`src/rtl/riscv_pkg.sv`:
```
// Shared RISC-V front-end definitions: datapath width, canonical NOP and
// the fetch-queue entry layout.
package riscv_pkg;

  localparam int XLEN = 32;

  // addi x0, x0, 0
  localparam logic [XLEN-1:0] NOP_INSTR = 32'h00000013;

  typedef struct packed {
    logic [XLEN-1:0] pc;
    logic [XLEN-1:0] instr;
    logic [XLEN-1:0] pc_plus4;
  } ifq_entry_t;

endpackage : riscv_pkg

```
`src/rtl/if_id_fetch_queue_if.sv`:
```
// Fetch/decode handshake bundle. The master side is the pipeline around the
// queue (IF stage producing, ID stage consuming); the slave side is the queue.
interface if_id_fetch_queue_if;
  import riscv_pkg::*;

  // fetch side
  logic            fetch_valid;
  logic [XLEN-1:0] fetch_pc;
  logic [XLEN-1:0] fetch_instr;
  logic            stallF;

  // decode side
  logic            stallD;
  logic            flushD;
  logic            validD;
  logic [XLEN-1:0] InstrD;
  logic [XLEN-1:0] PCD;
  logic [XLEN-1:0] PCPlus4D;

  modport master (
    output fetch_valid, fetch_pc, fetch_instr, stallD, flushD,
    input  stallF, validD, InstrD, PCD, PCPlus4D
  );

  modport slave (
    input  fetch_valid, fetch_pc, fetch_instr, stallD, flushD,
    output stallF, validD, InstrD, PCD, PCPlus4D
  );

endinterface : if_id_fetch_queue_if

```
`src/rtl/if_id_fetch_queue_fifo_ctrl.sv`:
```
// Pointer/occupancy controller for the fetch queue. Decides when an entry is
// accepted or retired; the storage itself lives in the top.
module fifo_ctrl #(
  parameter  int DEPTH = 2,
  localparam int PTR_W = $clog2(DEPTH),
  localparam int CNT_W = $clog2(DEPTH + 1)
) (
  input  logic             clk,
  input  logic             reset,
  input  logic             fetch_valid,
  input  logic             stall,
  input  logic             flush,
  output logic             enq,
  output logic             full,
  output logic             empty,
  output logic [PTR_W-1:0] wr_ptr,
  output logic [PTR_W-1:0] rd_ptr
);

  localparam logic [CNT_W-1:0] FULL_COUNT = CNT_W'(DEPTH);

  logic [CNT_W-1:0] count;
  logic             deq;

  // Full/empty come from registered count only, so stallF has no path from
  // stallD and a full queue refuses a fetch even if decode retires that cycle.
  assign full  = (count == FULL_COUNT);
  assign empty = (count == '0);
  assign enq   = fetch_valid & ~full & ~flush;
  assign deq   = ~empty & ~stall & ~flush;

  // Pointer and occupancy update; reset beats flush, flush beats enq/deq.
  always_ff @(posedge clk) begin
    // NOTE: sequential state uses non-blocking assignments so every flop
    // samples pre-edge values regardless of statement order.
    if (reset || flush) begin
      wr_ptr <= '0;
      rd_ptr <= '0;
      count  <= '0;
    end else begin
      if (enq) wr_ptr <= wr_ptr + 1'b1;
      if (deq) rd_ptr <= rd_ptr + 1'b1;
      case ({enq, deq})
        2'b10:   count <= count + 1'b1;
        2'b01:   count <= count - 1'b1;
        default: count <= count;
      endcase
    end
  end

endmodule : fifo_ctrl

```
`src/rtl/if_id_fetch_queue.sv`:
```
// IF/ID fetch queue: captures {PC, instr, PC+4} from fetch and presents the
// oldest entry to decode. Back-pressures the PC register when full.
module if_id_fetch_queue
  import riscv_pkg::*;
#(
  parameter int DEPTH = 2
) (
  input logic                 clk,
  input logic                 reset,
  if_id_fetch_queue_if.slave  bus
);

  localparam int PTR_W = $clog2(DEPTH);

  logic             enq;
  logic             full;
  logic             empty;
  logic [PTR_W-1:0] wr_ptr;
  logic [PTR_W-1:0] rd_ptr;

  ifq_entry_t entries [DEPTH];
  ifq_entry_t head;

  fifo_ctrl #(.DEPTH(DEPTH)) u_ctrl (
    .clk         (clk),
    .reset       (reset),
    .fetch_valid (bus.fetch_valid),
    .stall       (bus.stallD),
    .flush       (bus.flushD),
    .enq         (enq),
    .full        (full),
    .empty       (empty),
    .wr_ptr      (wr_ptr),
    .rd_ptr      (rd_ptr)
  );

  // Capture the fetched pair with its fall-through PC (wraps modulo 2^XLEN).
  always_ff @(posedge clk) begin
    // NOTE: storage is deliberately not reset; the empty flag masks stale
    // contents, and leaving it unreset lets it map to plain RAM/flops.
    if (enq) begin
      entries[wr_ptr] <= '{pc:       bus.fetch_pc,
                           instr:    bus.fetch_instr,
                           pc_plus4: bus.fetch_pc + XLEN'(4)};
    end
  end

  assign head       = entries[rd_ptr];
  assign bus.stallF = full;
  assign bus.validD = ~empty;

  // Decode view of the head entry; an empty queue shows a harmless NOP.
  always_comb begin
    // NOTE: every output gets a default first so no path infers a latch.
    bus.InstrD   = NOP_INSTR;
    bus.PCD      = '0;
    bus.PCPlus4D = '0;
    if (!empty) begin
      bus.InstrD   = head.instr;
      bus.PCD      = head.pc;
      bus.PCPlus4D = head.pc_plus4;
    end
  end

endmodule : if_id_fetch_queue
```
`src/flat_wrapper.sv`:
```
// flat-port wrapper written by rule: the top's interface ports become plain ports
module if_id_fetch_queue_flat import riscv_pkg::*;
#(
  parameter int DEPTH = 2
)
  (clk, reset, bus_fetch_valid, bus_fetch_pc, bus_fetch_instr, bus_stallD, bus_flushD, bus_stallF, bus_validD, bus_InstrD, bus_PCD, bus_PCPlus4D);
  if_id_fetch_queue_if bus_i ();
  input logic clk;
  input logic reset;
  input wire logic [$bits(bus_i.fetch_valid)-1:0] bus_fetch_valid;
  input wire logic [$bits(bus_i.fetch_pc)-1:0] bus_fetch_pc;
  input wire logic [$bits(bus_i.fetch_instr)-1:0] bus_fetch_instr;
  input wire logic [$bits(bus_i.stallD)-1:0] bus_stallD;
  input wire logic [$bits(bus_i.flushD)-1:0] bus_flushD;
  output wire logic [$bits(bus_i.stallF)-1:0] bus_stallF;
  output wire logic [$bits(bus_i.validD)-1:0] bus_validD;
  output wire logic [$bits(bus_i.InstrD)-1:0] bus_InstrD;
  output wire logic [$bits(bus_i.PCD)-1:0] bus_PCD;
  output wire logic [$bits(bus_i.PCPlus4D)-1:0] bus_PCPlus4D;
  assign bus_i.fetch_valid = bus_fetch_valid;
  assign bus_i.fetch_pc = bus_fetch_pc;
  assign bus_i.fetch_instr = bus_fetch_instr;
  assign bus_i.stallD = bus_stallD;
  assign bus_i.flushD = bus_flushD;
  assign bus_stallF = bus_i.stallF;
  assign bus_validD = bus_i.validD;
  assign bus_InstrD = bus_i.InstrD;
  assign bus_PCD = bus_i.PCD;
  assign bus_PCPlus4D = bus_i.PCPlus4D;
  if_id_fetch_queue #(.DEPTH(DEPTH)) u_core (.clk(clk), .reset(reset), .bus(bus_i));
endmodule
```
`config.mk`:
```
export PLATFORM = sky130hd
export DESIGN_NAME = if_id_fetch_queue_flat
export DESIGN_NICKNAME = d
export VERILOG_FILES = /design/src/rtl/riscv_pkg.sv /design/src/rtl/if_id_fetch_queue_if.sv /design/src/rtl/if_id_fetch_queue_fifo_ctrl.sv /design/src/rtl/if_id_fetch_queue.sv /design/src/flat_wrapper.sv
export SDC_FILE = /design/constraint.sdc
export NUM_CORES = 1
export LEC_CHECK = 0
export BUFFER_PORTS_ARGS = -buffer_cell sky130_fd_sc_hd__buf_2
export CAP_MARGIN = 20
export CORE_ASPECT_RATIO = 0.8
export CORE_MARGIN = 4
export CORE_UTILIZATION = 35
export DETAILED_ROUTE_END_ITERATION = 8
export GPL_TIMING_DRIVEN = 0
export PLACE_DENSITY_LB_ADDON = 0.08
export SLEW_MARGIN = 20
export SYNTH_ARGS = -nofsm -noshare
export SYNTH_HDL_FRONTEND = slang
export SYNTH_SLANG_ARGS = --single-unit
export TNS_END_PERCENT = 5
```
`constraint.sdc`:
```
create_clock -name clk -period 8.1 [get_ports clk]
set_clock_uncertainty 0.05 [all_clocks]
set_input_delay 0.405 -clock clk [delete_from_list [all_inputs] [get_ports clk]]
set_output_delay 0.405 -clock clk [all_outputs]
set_load 0.02 [all_outputs]
```
# Yosys cells after proc, flatten, opt, wreduce, memory -nomap -nowiden

Memory sizes are Yosys's and may differ from the RTL's. A register that Yosys moved wholly into a read port is not among the register bits.
Index checks and enable logic that the tools add are counted.

Flip-flop bits (word level): 4
Bits in latches: 0
RAM bits: 192
Memory bits (read-only): 0
Input port bits: 69
Output and inout port bits: 98
Word-level logic and storage cells: 31
Memories: 1

Add/sub/neg operators: 5
Multiply operators: 0
Div/mod/pow operators: 0
Order comparisons: 0
Eq/ne operators: 3
Shifts and indexed selects: 0
Multiplexer cells: 8
Bitwise operators: 8
Reductions and logical operators: 3

Memories:

| name           | depth | bits a word | read ports | clocked after memory_dff | wr ports | RTL line                | text |
|---|---|---|---|---|---|---|---|
| u_core.entries | 2     | 96          | 1          | 1                        | 1        | if_id_fetch_queue.sv:21 | `ifq_entry_t entries [DEPTH];` |

Operator list:

| cell                                                                | count |
|---|---|
| 32-bit two-way mux                                                  | 3 |
| 32-bit by 3-bit adder with 32-bit output (second input constant)    | 1 |
| 1-bit bitwise AND                                                   | 4 |
| 2-bit == test (second input constant)                               | 2 |
| 1-bit two-way mux                                                   | 4 |
| 1-bit NOT                                                           | 4 |
| 2-bit case mux with 2 select lines                                  | 1 |
| 1-bit adder (second input constant)                                 | 2 |
| 2-bit by 1-bit adder with 2-bit output (second input constant)      | 1 |
| 2-bit by 1-bit == test with 1-bit output (second input constant)    | 1 |
| 2-bit logical NOT                                                   | 1 |
| 2-bit nonzero test                                                  | 1 |
| 2-bit by 1-bit subtractor with 2-bit output (second input constant) | 1 |
| 1-bit logical OR                                                    | 1 |

# Longest topological paths before layout

Depth in word-level cells: 6
Gate-level depth with buffers: 8
Mapped depth without buffers: 8

# Cells and area by module

From an unflattened synthesis, not the netlist that was laid out.

Cells, all modules: 502
Area total of the unflattened synthesis: 7,812.5 um^2

Modules (own cells, without submodules):

| module            | instances | cells an instance | area each (um^2) | sequential area each (um^2) |
|---|---|---|---|---|
| if_id_fetch_queue | 1         | 478               | 7,612.3          | 5,645.4 |
| fifo_ctrl         | 1         | 24                | 200.2            | 80.1 |

# Worst setup path before layout

Ideal clock, no wire load.

Path kind: register to register
Start point: reg u_core.u_ctrl.count[1]
End point: mem u_core.entries[0][10] (netlist name), enable pin
Setup time: 547 ps
Arrival time: 4,857 ps
Required time: 7,503 ps
Slack: 2,646 ps
Cell stages (with the launch flop): 5
Buffers on the path: 0
Clock period less this slack: 5,454 ps
Path through: dfxtp_1 nor2b_1 nor3b_1 inv_1 nor2_1

Cells in the longest elaborated chain, start to end: 6

RTL lines:

| element                                 | RTL line                          | text |
|---|---|---|
| from (decl)                             | if_id_fetch_queue_fifo_ctrl.sv:22 | `logic [CNT_W-1:0] count;` |
| from (signal assigned)                  | if_id_fetch_queue_fifo_ctrl.sv:44 | `2'b10: count <= count + 1'b1;` |
| from (signal assigned)                  | if_id_fetch_queue_fifo_ctrl.sv:45 | `2'b01: count <= count - 1'b1;` |
| from (signal assigned)                  | if_id_fetch_queue_fifo_ctrl.sv:46 | `default: count <= count;` |
| 2-bit == test                           | if_id_fetch_queue_fifo_ctrl.sv:27 | `assign full = (count == FULL_COUNT);` |
| net bus_stallF                          | flat_wrapper.sv:15                | `output wire logic [$bits(bus_i.stallF)-1:0] bus_stallF;` |
| 1-bit NOT                               | if_id_fetch_queue_fifo_ctrl.sv:29 | `assign enq = fetch_valid & ~full & ~flush;` |
| 1-bit bitwise AND (2 in a row)          | if_id_fetch_queue_fifo_ctrl.sv:29 |  |
| 1-bit two-way mux                       | if_id_fetch_queue.sv:41           | `if (enq) begin` |
| 1-bit two-way mux (not written as such) | if_id_fetch_queue.sv:42           | `entries[wr_ptr] <= '{pc: bus.fetch_pc,` |
| to (decl)                               | if_id_fetch_queue.sv:21           |  |

The timed path passes the listed nets, and every way through them passes these cells.

# Final worst setup path

Start point: reg u_core.u_ctrl.count[0]
End point: out bus_PCPlus4D[0]

Cells in the longest elaborated chain, start to end: 2

RTL lines:

| element            | RTL line                          | text |
|---|---|---|
| 2-bit logical NOT  | if_id_fetch_queue_fifo_ctrl.sv:28 | `assign empty = (count == '0);` |
| 32-bit two-way mux | if_id_fetch_queue.sv:58           | `if (!empty) begin` |
| to (decl)          | flat_wrapper.sv:19                | `output wire logic [$bits(bus_i.PCPlus4D)-1:0] bus_PCPlus4D;` |

No other way between the ends.

==> results.md <==
* Status: complete, no violations
* Die Width at 176 um
* Core Util, Final at 0.449
* Fin. Hold Viols at 0
* Fin crit period at 2940 ps
* Final GP Congestion at 0.731
* Met3 wire length at 1150 um
* Design area at 9800 um2
* HP Class: in2reg
* Top Ports at 167
* Worst r2r src: u_core.u_ctrl.count[0]$_SDFFE_PP0P_
* Worst vdd ir at 0.103 mV
* PwrDens at 214 nW/um2
* CP peak stage delay at 510 ps
* Nets at 765
* Row count at 48
* Worst path cell trace: nor2_1 > clkbuf_1 > buf_1 > nor2_1 > buf_4 > buf_2
* Critical path's top delay family: buffers and inverters
* Crit. End Element: primary output
* Most common cell after layout, fill and taps aside: edfxtp_1
* Drt wl/cell at 17.6 um
* Synth top area cells: edfxtp_1 72%, mux2i_1 12%, nor2_1 4.8%
* CTS Buffer Depth at 2
* Yosys reg bits at 193
* Setup Fix Bufs, Post-CTS at 0
* CP startpoint: u_core.u_ctrl.count[0]$_SDFFE_PP0P_
* Synthesized Nets at 574
* Post-Syn Instances at 503
* Setup TNS at 0 ps
* Hold_buf cts at 0
* P_leak at 3.54 nW
* Setup WS post-layout at 5160 ps
* Clk_lat worst skew at 430 ps
* CP Depth at 6
* Crit-path max FO at 10
* Clk root buf: clkbuf_16
* CTS tree: built
* Clk sink count at 193
* Layout cells sized above 1 at 0.315
* Worst path slowest cell: clkbuf_1
* Distinct cells, synth at 24
* Area delta synth->final at 24.7%
* Synth area leader: edfxtp_1
* Antenna-violating nets left at 0
* Synth Warn # at 0
* GRT Util Overall at 0.143
* Max Slew Vio Count at 0
* Max Cap Viol at 0
* Place WS at 5500 ps
* FILL cells at 2033
* TritonCTS buffer count at 17
* F_max at 340 MHz
* WP buf/inv at 4
* Inserted Diodes at 0
* Startpoint types: register
* CP Class: reg2out
* Die extent in y at 142 um
* Vias in the first global route at 4907
* Most frequent cell on the critical path: nor2_1
* R2R depth at 6
* Sequential element share of the synthesized area at 0.731
* Wl on met1 at 8060 um
* DR DRC count at 0
* Final setup violation count at 0
* Fin crit share at 0.363
* Commonest cells after routing, fill and taps aside: 188 x edfxtp_1, 177 x buf_2, 99 x nor2_1
* Initial antenna violation count at 1
* Arrival time worst endpoint at 2490 ps
* Area share of the largest cell type after synthesis at 0.719
* CP Capture Point: bus_PCPlus4D[0]
* Area post-placement at 9220 um2
* Die ar. at 24900 um2
* Power Total at 0.00210 W
* Worst R2R Setup Slack at 5800 ps
* Routed WL at 17700 um
* Global-route wire length before repair at 27400 um
* Met2 wire len at 8280 um
* Drt pass-1 iters at 5
* Core area at 21800 um2
* Critical Path RT at 7650 ps
* Starting Density at 0.360
* Htree depth at 4
* Syn_area_per_cell at 15.6 um2
* RSZ-0062 raised after global routing: no
* Post-DR vias/cell at 4.65
* Clk pin slew, worst setup/hold paths at 80 ps
* Reg2reg end: u_core.entries[0][11]$_DFFE_PP_
* Slew headroom at 0.580
* 1st-iter DRT viols at 227
* Largest net degree at the start of global routing at 45
* Vias at 4680
* Top sig layer: met5
* GRT Residual Overflow at 0
* Hpwl dp at 12400 um
* Least-Margin Pin Slew at 625 ps
* # resized after CTS at 0
* Synthesized area at 7860 um2
* Number of port buffers at 166
kinds of logic (layout without fill, tap and decap cells):
logic type | after synthesis | in the layout | share of synthesized area
buffers and inverters | 29 | 233 | 0.0166
and+or+nand+nor | 152 | 152 | 0.0924
adders and majority gates | 2 | 2 | 0.00318
muxes | 94 | 94 | 0.120
DFF | 193 | 193 | 0.731
xor gates and xnor gates | 33 | 33 | 0.0368
synthesized netlist by cell type:
library cell and count:
nor2_1 100, buf_2 11, xor2_1 7, and4_1 3
nand2_1 8, nor3_1 8, nor2b_1 1, nand3_1 12
and2_1 3, buf_4 2, xnor2_1 26, inv_1 5
ha_1 2, and3_2 1, edfxtp_1 188, clkbuf_1 10
buf_1 1, mux2i_1 94, and3_1 2, nor3b_1 1
dfxtp_1 5, nor4_4 2, nand4_1 9, nand4_4 2
per-layer routing:
metal | track usage | up-vias
met4 | 0.0324 | 2
met3 | 0.0515 | 18
met2 | 0.228 | 134
met1 | 0.192 | 2294
li1 | - | 2232
met5 | 0 | -
how the worst min path moves through the flow:
stage	endpoint	cells past startpoint	slack [ps]	start
final	u_core.entries[0][36]$_DFFE_PP_	1	110	bus_fetch_instr[4]
after global routing	u_core.entries[0][36]$_DFFE_PP_	1	80	bus_fetch_instr[4]
after CTS	u_core.entries[0][49]$_DFFE_PP_	1	90	bus_fetch_instr[17]
after detailed placement	u_core.u_ctrl.rd_ptr$_SDFFE_PP0P_	2	490	u_core.u_ctrl.rd_ptr$_SDFFE_PP0P_
after global placement	u_core.u_ctrl.rd_ptr$_SDFFE_PP0P_	2	490	u_core.u_ctrl.rd_ptr$_SDFFE_PP0P_
after floorplan	u_core.u_ctrl.count[1]$_SDFFE_PP0P_	1	430	reset
where the power goes:
group	internal (W)	total (W)	switching, W
Clock	0.000435	0.000819	0.000384
Combinational	0.0000512	0.000144	0.0000932
Sequential	0.00113	0.00113	0.00000632
Total	0.00161	0.00210	0.000483
area by class of cell:
class                   instances  area [um2]  share of cell area
plain buffers                  24         111              0.0114
multi-input cells             281        1990               0.203
well taps                     300         375              0.0383
clock buffers                  18         429              0.0438
clock inverters                14         144              0.0147
inverters                       5        18.8             0.00192
flip-flops and latches        193        5750               0.587
repair buffers                172         981               0.100
worst register-to-register path, cell delays in order (launching register included):
cell     delay [ps]
dfxtp_1         420
nor2b_1          90
nor3b_1         410
inv_1           170
nor2_4          380
buf_12          250
buf_12          230
metrics by stage:
stage	hold slack, ps	instances
2_1_floorplan	432	503
3_3_place_gp	487	969
3_5_place_dp	495	975
4_1_cts	91.1	1007
5_1_grt	75.9	1007
6_report	113	1007
flip-flops by register name (all words and copies together) (netlist names), named ones only:
register and cells:
u_core.entries 188, u_core.u_ctrl.count 2, u_core.u_ctrl.rd_ptr 1, u_core.u_ctrl.wr_ptr 1
(Power assumes the default switching activity.)
